File: src/rtl/lsu_pkg.sv
// Shared codes for the load/store unit: access sizes, load types, FSM states.
// Also holds the alignment rule and the load-type encoder.
package lsu_pkg;

  localparam logic [1:0] SZ_BYTE = 2'b00;
  localparam logic [1:0] SZ_HALF = 2'b01;
  localparam logic [1:0] SZ_WORD = 2'b10;
  localparam logic [1:0] SZ_RSVD = 2'b11;

  localparam logic [1:0] LT_LB  = 2'b00;
  localparam logic [1:0] LT_LH  = 2'b01;
  localparam logic [1:0] LT_LBU = 2'b10;
  localparam logic [1:0] LT_LHU = 2'b11;

  typedef enum logic [1:0] {
    ST_IDLE = 2'b00,
    ST_BUS  = 2'b01,
    ST_RESP = 2'b10
  } state_t;

  // Reserved size behaves like a word access.
  function automatic logic misaligned(
    input logic [1:0] size,
    input logic [1:0] off
  );
    logic m;
    m = 1'b0;
    unique case (1'b1)
      size == SZ_BYTE: m = 1'b0;
      size == SZ_HALF: m = off[0];
      default:         m = (off != 2'b00);
    endcase
    return m;
  endfunction

  function automatic logic [1:0] load_type(
    input logic [1:0] size,
    input logic       uns
  );
    logic [1:0] lt;
    lt = LT_LB;
    unique case (1'b1)
      size == SZ_HALF && uns:  lt = LT_LHU;
      size == SZ_HALF && !uns: lt = LT_LH;
      size == SZ_BYTE && uns:  lt = LT_LBU;
      default:                 lt = LT_LB;
    endcase
    return lt;
  endfunction

endpackage

File: src/rtl/load_store_unit_store_aligner.sv
// Store lane mapper: replicates store data across lanes and builds
// byte enables from access size and byte offset.
module store_aligner
  import lsu_pkg::*;
(
  input  logic [1:0]  size,
  input  logic [1:0]  offset,
  input  logic [31:0] wdata,
  output logic [31:0] bus_wdata,
  output logic [3:0]  bus_be
);

  always_comb begin
    bus_wdata = wdata;
    bus_be    = 4'b1111;
    unique case (1'b1)
      size == SZ_BYTE: begin
        bus_wdata = {4{wdata[7:0]}};
        bus_be    = 4'b0001 << offset;
      end
      size == SZ_HALF: begin
        bus_wdata = {2{wdata[15:0]}};
        bus_be    = 4'b0011 << offset;
      end
      default: begin
        bus_wdata = wdata;
        bus_be    = 4'b1111;
      end
    endcase
  end

endmodule

File: src/rtl/load_store_unit.sv
// Data-memory access stage: accepts one load/store, runs a req/ack bus
// access with timeout, and hands the raw word to the load extender.
module load_store_unit
  import lsu_pkg::*;
#(
  parameter int TIMEOUT = 255,
  parameter int CNT_W   = 10
) (
  input  logic        clk,
  input  logic        rst_n,
  input  logic        req_valid,
  input  logic        req_write,
  input  logic [1:0]  req_size,
  input  logic        req_unsigned,
  input  logic [31:0] req_addr,
  input  logic [31:0] req_wdata,
  output logic        stall,
  output logic        rsp_valid,
  output logic [31:0] rsp_mem_data,
  output logic [1:0]  rsp_byte_offset,
  output logic [1:0]  rsp_load_type,
  output logic        rsp_word,
  output logic        misalign,
  output logic        bus_err,
  output logic        bus_req,
  output logic        bus_we,
  output logic [31:0] bus_addr,
  output logic [31:0] bus_wdata,
  output logic [3:0]  bus_be,
  input  logic        bus_ack,
  input  logic [31:0] bus_rdata
);

  state_t           state;
  logic [CNT_W-1:0] cnt;
  logic [1:0]       lat_size;
  logic [1:0]       lat_off;
  logic             lat_uns;

  logic             mis;
  logic             to_hit;
  logic [31:0]      al_wdata;
  logic [3:0]       al_be;

  store_aligner u_align (
    .size      (req_size),
    .offset    (req_addr[1:0]),
    .wdata     (req_wdata),
    .bus_wdata (al_wdata),
    .bus_be    (al_be)
  );

  assign mis    = misaligned(req_size, req_addr[1:0]);
  assign to_hit = (cnt == CNT_W'(TIMEOUT - 1));

  // Low in RESP so the core can retire on rsp_* that cycle.
  assign stall = ((state == ST_IDLE) && req_valid && !mis)
               || (state == ST_BUS);

  always_ff @(posedge clk) begin
    if (!rst_n) begin
      state           <= ST_IDLE;
      cnt             <= '0;
      lat_size        <= 2'b00;
      lat_off         <= 2'b00;
      lat_uns         <= 1'b0;
      rsp_valid       <= 1'b0;
      rsp_mem_data    <= 32'h0;
      rsp_byte_offset <= 2'b00;
      rsp_load_type   <= 2'b00;
      rsp_word        <= 1'b0;
      misalign        <= 1'b0;
      bus_err         <= 1'b0;
      bus_req         <= 1'b0;
      bus_we          <= 1'b0;
      bus_addr        <= 32'h0;
      bus_wdata       <= 32'h0;
      bus_be          <= 4'h0;
    end else begin
      rsp_valid <= 1'b0;
      misalign  <= 1'b0;
      bus_err   <= 1'b0;
      unique case (state)
        ST_IDLE: begin
          if (req_valid && mis) begin
            misalign <= 1'b1;
          end else if (req_valid) begin
            lat_size  <= req_size;
            lat_off   <= req_addr[1:0];
            lat_uns   <= req_unsigned;
            bus_req   <= 1'b1;
            bus_we    <= req_write;
            bus_addr  <= {req_addr[31:2], 2'b00};
            bus_wdata <= al_wdata;
            bus_be    <= req_write ? al_be : 4'b1111;
            cnt       <= '0;
            state     <= ST_BUS;
          end
        end
        ST_BUS: begin
          // An ack in the timeout cycle still completes the access.
          if (bus_ack) begin
            bus_req   <= 1'b0;
            rsp_valid <= 1'b1;
            state     <= ST_RESP;
            if (!bus_we) begin
              rsp_mem_data    <= bus_rdata;
              rsp_byte_offset <= lat_off;
              rsp_load_type   <= load_type(lat_size, lat_uns);
              rsp_word        <= lat_size[1];
            end
          end else if (to_hit) begin
            bus_req <= 1'b0;
            bus_err <= 1'b1;
            state   <= ST_IDLE;
          end else begin
            cnt <= cnt + 1'b1;
          end
        end
        ST_RESP: begin
          state <= ST_IDLE;
        end
        default: begin
          state <= ST_IDLE;
        end
      endcase
    end
  end

endmodule

File: config.mk
export PLATFORM = sky130hd
export DESIGN_NAME = load_store_unit
export DESIGN_NICKNAME = d
export VERILOG_FILES = /design/src/rtl/lsu_pkg.sv /design/src/rtl/load_store_unit_store_aligner.sv /design/src/rtl/load_store_unit.sv
export SDC_FILE = /design/constraint.sdc
export NUM_CORES = 1
export LEC_CHECK = 0
export CAP_MARGIN = 20
export CORE_MARGIN = 5
export CORE_UTILIZATION = 32
export DETAILED_ROUTE_END_ITERATION = 10
export HOLD_SLACK_MARGIN = 0.05
export PLACE_DENSITY = 0.7
export SLEW_MARGIN = 5
export SYNTH_ARGS = -nofsm -noshare
export SYNTH_HDL_FRONTEND = slang
export SYNTH_HIERARCHICAL = 1
export SYNTH_SLANG_ARGS = --single-unit
File: constraint.sdc
create_clock -name clk -period 2.6 [get_ports clk]
set_clock_uncertainty 0.2 [all_clocks]
set_input_delay 0.52 -clock clk [delete_from_list [all_inputs] [get_ports clk]]
set_output_delay 0.52 -clock clk [all_outputs]
set_load 0.02 [all_outputs]
Word level (Yosys, flattened, before mapping) --
Index checks and enable logic that the tools add are counted.
Storage, ports and cells: memories 0, flip-flop bits (word level) 125, memory bits (writable) 0, input bits 104, logic and storage cells 78, bits in latches 0, memory bits (read-only) 0, output and inout bits 111
Operators by class: multiply operators 0, order comparisons 0, reductions and logical operators 22, bitwise logic cells 4, muxes and demuxes 23, add/sub/neg operators 1, divide/modulo/power cells 0, shift-type cells 2, equality and inequality tests 9
Operators with widths (count):
- 32-bit one-hot mux with 2 select lines | 1
- 10-bit two-way mux | 4
- 10-bit one-hot mux with 2 select lines | 1
- 10-bit by 1-bit adder with 10-bit output, second input constant | 1
- 10-bit by 8-bit == test with 1-bit output, second input constant | 1
- 3-bit AND reduction | 3
- 2-bit two-way mux | 4
- 2-bit inequality test, second input constant | 4
- 4-bit one-hot mux with 2 select lines | 1
- 1-bit two-way mux | 7
- 2-bit by 1-bit == test with 1-bit output, second input constant | 3
- 1-bit logical AND | 6
- 2-bit zero test | 3
- 2-bit one-hot mux with 3 select lines | 1
- 5-bit AND reduction | 1
- 4-bit two-way mux | 1
- 1-bit NOT | 4
- 1-bit one-hot mux with 2 select lines | 2
- 2-bit one-hot mux with 2 select lines | 1
- 2-bit AND reduction | 2
- 4-bit AND reduction | 1
- 2-bit nonzero test | 2
- 1-bit by 2-bit left shift with 4-bit output, first input constant | 1
- 2-bit by 2-bit left shift with 4-bit output, first input constant | 1
- 4 further kinds | 5

Depth between registers and ports, before layout --
depth in word-level cells 5, mapped depth 7, depth with buffers taken out 6

Modules after synthesis --
Netlist, hierarchy kept.
Modules (own cells, without submodules):
- load_store_unit | area each 5048.6 µm², cells an instance 568, seq. area each 2502.4 µm², instances 1
- store_aligner | area each 494.2 µm², cells an instance 61, seq. area each 0.0 µm², instances 1

Worst setup path before layout --
No wires, ideal clock.
path kind input -> output, start input req_addr[1], end output stall, required time 1.880 ns, stages on the path 4, data arrival time 1.399 ns, buffers on the path 1, slack 0.481 ns, cells stage by stage o21ai_0 -> nand3_2 -> clkbuf_1 -> nand2_1
On the way: longest elaborated chain between the ends 5
RTL lines:
- start: declaration | RTL line load_store_unit.sv:15 | input logic [31:0] req_addr,
- 2-bit nonzero test | RTL line lsu_pkg.sv:31 | default: m = (off != 2'b00);
- 1-bit one-hot mux with 2 select lines | RTL line lsu_pkg.sv:28 | unique case (1'b1)
- 1-bit zero test | RTL line load_store_unit.sv:57 | assign stall = ((state == ST_IDLE) && req_valid && !mis)
- 1-bit logical AND | RTL line load_store_unit.sv:57
- 1-bit logical OR | RTL line load_store_unit.sv:58 | || (state == ST_BUS);
- end: declaration | RTL line load_store_unit.sv:17 | output logic stall,
No other way between the ends.

Worst setup path after layout --
Same ends and word-level chain as after synthesis.

==> results.md <==
* Status: complete, no violations
* Final Hold Vio Count at 0
* Root buffer cell: clkbuf_16
* TritonCTS Buffers at 17
* R2r setup slk at 0.60 ns
* Metal2 WL at 7450 um
* Max FO, Critical Path at 2
* First-pass GRT wire length at roughly 25,000 um
* Hold Buf Count CTS at 0
* Std-Cell Rows at 48
* CP required at 1.88 ns
* Largest stage delay on the critical path at just under 0.5 ns
* Slew Limit Fails at 0
* Most used flip-flop cell after synthesis: dfxtp_1
* Clock Latency Late Sink at just over 0.4 ns
* Top routing layer used: met4
* # port buffers at between 200 and 250
* CTS tree: built
* Top Family by Delay on Critical Path: buffers and inverters
* Worst Setup Start Kind: input pin
* Pwr Total at between 5 and 6 mW
* Static Leak at approximately 3.0 nW
* Post-synthesis sequential element count at approximately 130
* Setup TNS at 0 ns
* Vias/cell at around 4.6
* Synth top area cells: dfxtp_1 45%, nand2_1 15%, a21boi_0 6.2%
* EDFF count, synth at 0
* Placer Congestion at between 0.8 and 0.9
* Distinct cells, synth at 50
* Fraction of registers with async set/reset at 0
* Number of global-route vias before repair at roughly 4.7k
* Mapped Cells at approximately 630
* Critical path class: in2out
* Die Ht at around 140 um
* Hold crit path type: reg2reg
* Fin crit share at 0.930
* Critical path's slowest cell: clkdlybuf4s50_1
* CP Cell Sequence: clkdlybuf4s50_1, o21ai_0, buf_4, nand3_2, nand2_1, clkbuf_2
* Max clock buf depth at 2
* Warnings from Yosys at 6
* Initial antenna violation count at 0
* Data arrival time of the critical path at around 1.7 ns
* DR DRC count at 0
* Initial core utilization at 0.324
* Minimum clock period at around 2.4 ns
* CP Capture Type: output port
* Top cell type's share of synthesized area at 0.451
* Most frequent cell after synthesis: nand2_1
* HPWL Detailed at approximately 11,000 um
* H-Tree Level Count at 4
* Avg Inst Size Synth at 8.81 sq um
* Routed WL at around 16,000 um
* Core ar. at 17,100 sq um
* Die width at approximately 140 um
* PwrDens at just over 600 nW/um^2
* Max cap viols at 0
* Share of layout cells above drive strength 1 at 0.133
* Post-route core utilization at 0.491
* DRT met1 WL at approximately 7000 um
* Wire length on met3 at 1540 um
* Mapped Area at between 5000 and 6000 sq um
* Via count of the routed design at 4,940
* Max VDD drop at between 0.4 and 0.5 mV
* Post-layout nets at between 900 and 1k
* All-Layer GR Usage at 0.157
* CTS clk-pin slew, worst paths at around 0.050 ns
* I/O pin cnt at between 200 and 250
* Yosys top cell by area: dfxtp_1
* Total global routing overflow at 0
* Synthesis-to-finish area growth at 51.6%
* Pin count of the biggest net entering global routing at 47
* Commonest cells in the netlist: 224 x nand2_1, 125 x dfxtp_1, 46 x a21boi_0, 31 x a21boi_1, 29 x a21boi_2
* RSZ-0062 raised after global routing: false
* Die Area at ~20,000 sq um
* Seq/Total Area, Yosys at 0.451
* Max Freq at approximately 0.41 GHz
* Bufs and invs on worst path at 3
* Num Clock Sinks at ~130
* WL/cell at approximately 15 um
* Iter 0 DRT Violations at slightly below 200
* Drt first pass iters at 4
* Final setup vio count at 0
* Routed Antenna Nets at 0
* Antenna fix cells at 0
## metrics by stage
step / worst slack (ns) / std cells / hold slack, ns / area, sq um
4_1_cts: 0.00339 / 1069 / 0.251 / 8410
2_1_floorplan: 0.481 / 630 / 0.235 / 5550
3_5_place_dp: -0.261 / 1037 / 0.244 / 7830
6_report: 0.182 / 1069 / 0.248 / 8410
5_1_grt: 0.0489 / 1069 / 0.271 / 8410
3_3_place_gp: -0.256 / 1037 / 0.240 / 7830
## tightest hold or removal path, delay by kind of cell (launching register included)
| kind | cells | cell delay (ns) |
|---|---|---|
| flip-flops | 1 | 0.30 |
| AO/OA/AOI/OAI | 1 | 0.05 |
| AND/OR/NAND/NOR | 1 | 0.05 |
## report_power, final
group          leakage, nW  total, mW  internal (mW)  switching [mW]
clock network        0.283       2.32           1.45           0.866
registers             1.02       2.04           2.00          0.0427
logic                 1.73      0.776          0.407           0.369
total                 3.03       5.14           3.86            1.28
## cell type report
type	instances	area, sq um
tap	225	282
clock buffer	21	460
clock inverter	11	118
multi-input combinational	446	2690
sequential	125	2500
inverter	8	30.0
fill	1701	8710
timing repair buffer	233	2330
## what timing repair did
action,CTS,global route
resized for setup,1,3
endpoints found under the hold margin,0,0
setup endpoints to repair,1,4
buffers inserted,0,0
## registers in the layout (all words and copies together), names as in the netlist
register / flops
bus_wdata: 32
rsp_mem_data: 32
bus_addr: 30
cnt: 10
bus_be: 4
lat_off: 2
lat_size: 2
rsp_byte_offset: 2
rsp_load_type: 2
state: 2
bus_err: 1
bus_req: 1
bus_we: 1
lat_uns: 1
misalign: 1
rsp_valid: 1
rsp_word: 1
## placed cells by master, fill, tap and decap left out, types with 3 or more instances in the layout
| cell | count |
|---|---|
| a21oi_1 | 6 |
| clkinv_2 | 5 |
| buf_12 | 4 |
| clkdlybuf4s50_1 | 210 |
| nor2_1 | 6 |
| a31oi_1 | 7 |
| nand2_1 | 224 |
| dfxtp_1 | 125 |
| o211a_1 | 4 |
| nand3b_1 | 7 |
| buf_4 | 17 |
| nand3_1 | 3 |
| clkbuf_16 | 17 |
| a21boi_2 | 29 |
| mux2_2 | 16 |
| inv_1 | 8 |
| a21boi_0 | 46 |
| and3_1 | 3 |
| o21ai_0 | 6 |
| a21boi_1 | 31 |
| nand4_1 | 3 |
| mux2i_1 | 9 |
| o21ai_1 | 10 |
## routing by layer
metal  GRT usage  vias up
met1       0.191     2249
met4      0.0525        0
li1            -     2495
met3      0.0674       20
met2       0.250      176
met5           0        -
## logic make-up after synthesis
kind of cell,count (synthesis),synth area share
adder cells (fa/ha/maj),2,0.00451
AO/OA/AOI/OAI,150,0.216
buffers and inverters,59,0.0646
AND/OR/NAND/NOR,267,0.214
flip-flops,125,0.451
other,1,0.000677
multiplexers,25,0.0488
## final timing paths
kind                                   from                    endpoint  cells past startpoint
hold / removal    bus_addr[11]$_SDFFE_PN0P_   bus_addr[11]$_SDFFE_PN0P_                      2
setup / recovery                req_addr[1]                       stall                      6
setup reg to reg      state[0]$_SDFFE_PN0P_  bus_wdata[10]$_SDFFE_PN0P_                      6
hold reg to reg   bus_addr[11]$_SDFFE_PN0P_   bus_addr[11]$_SDFFE_PN0P_                      2
Note: power is estimated with default switching activity, not from simulation.
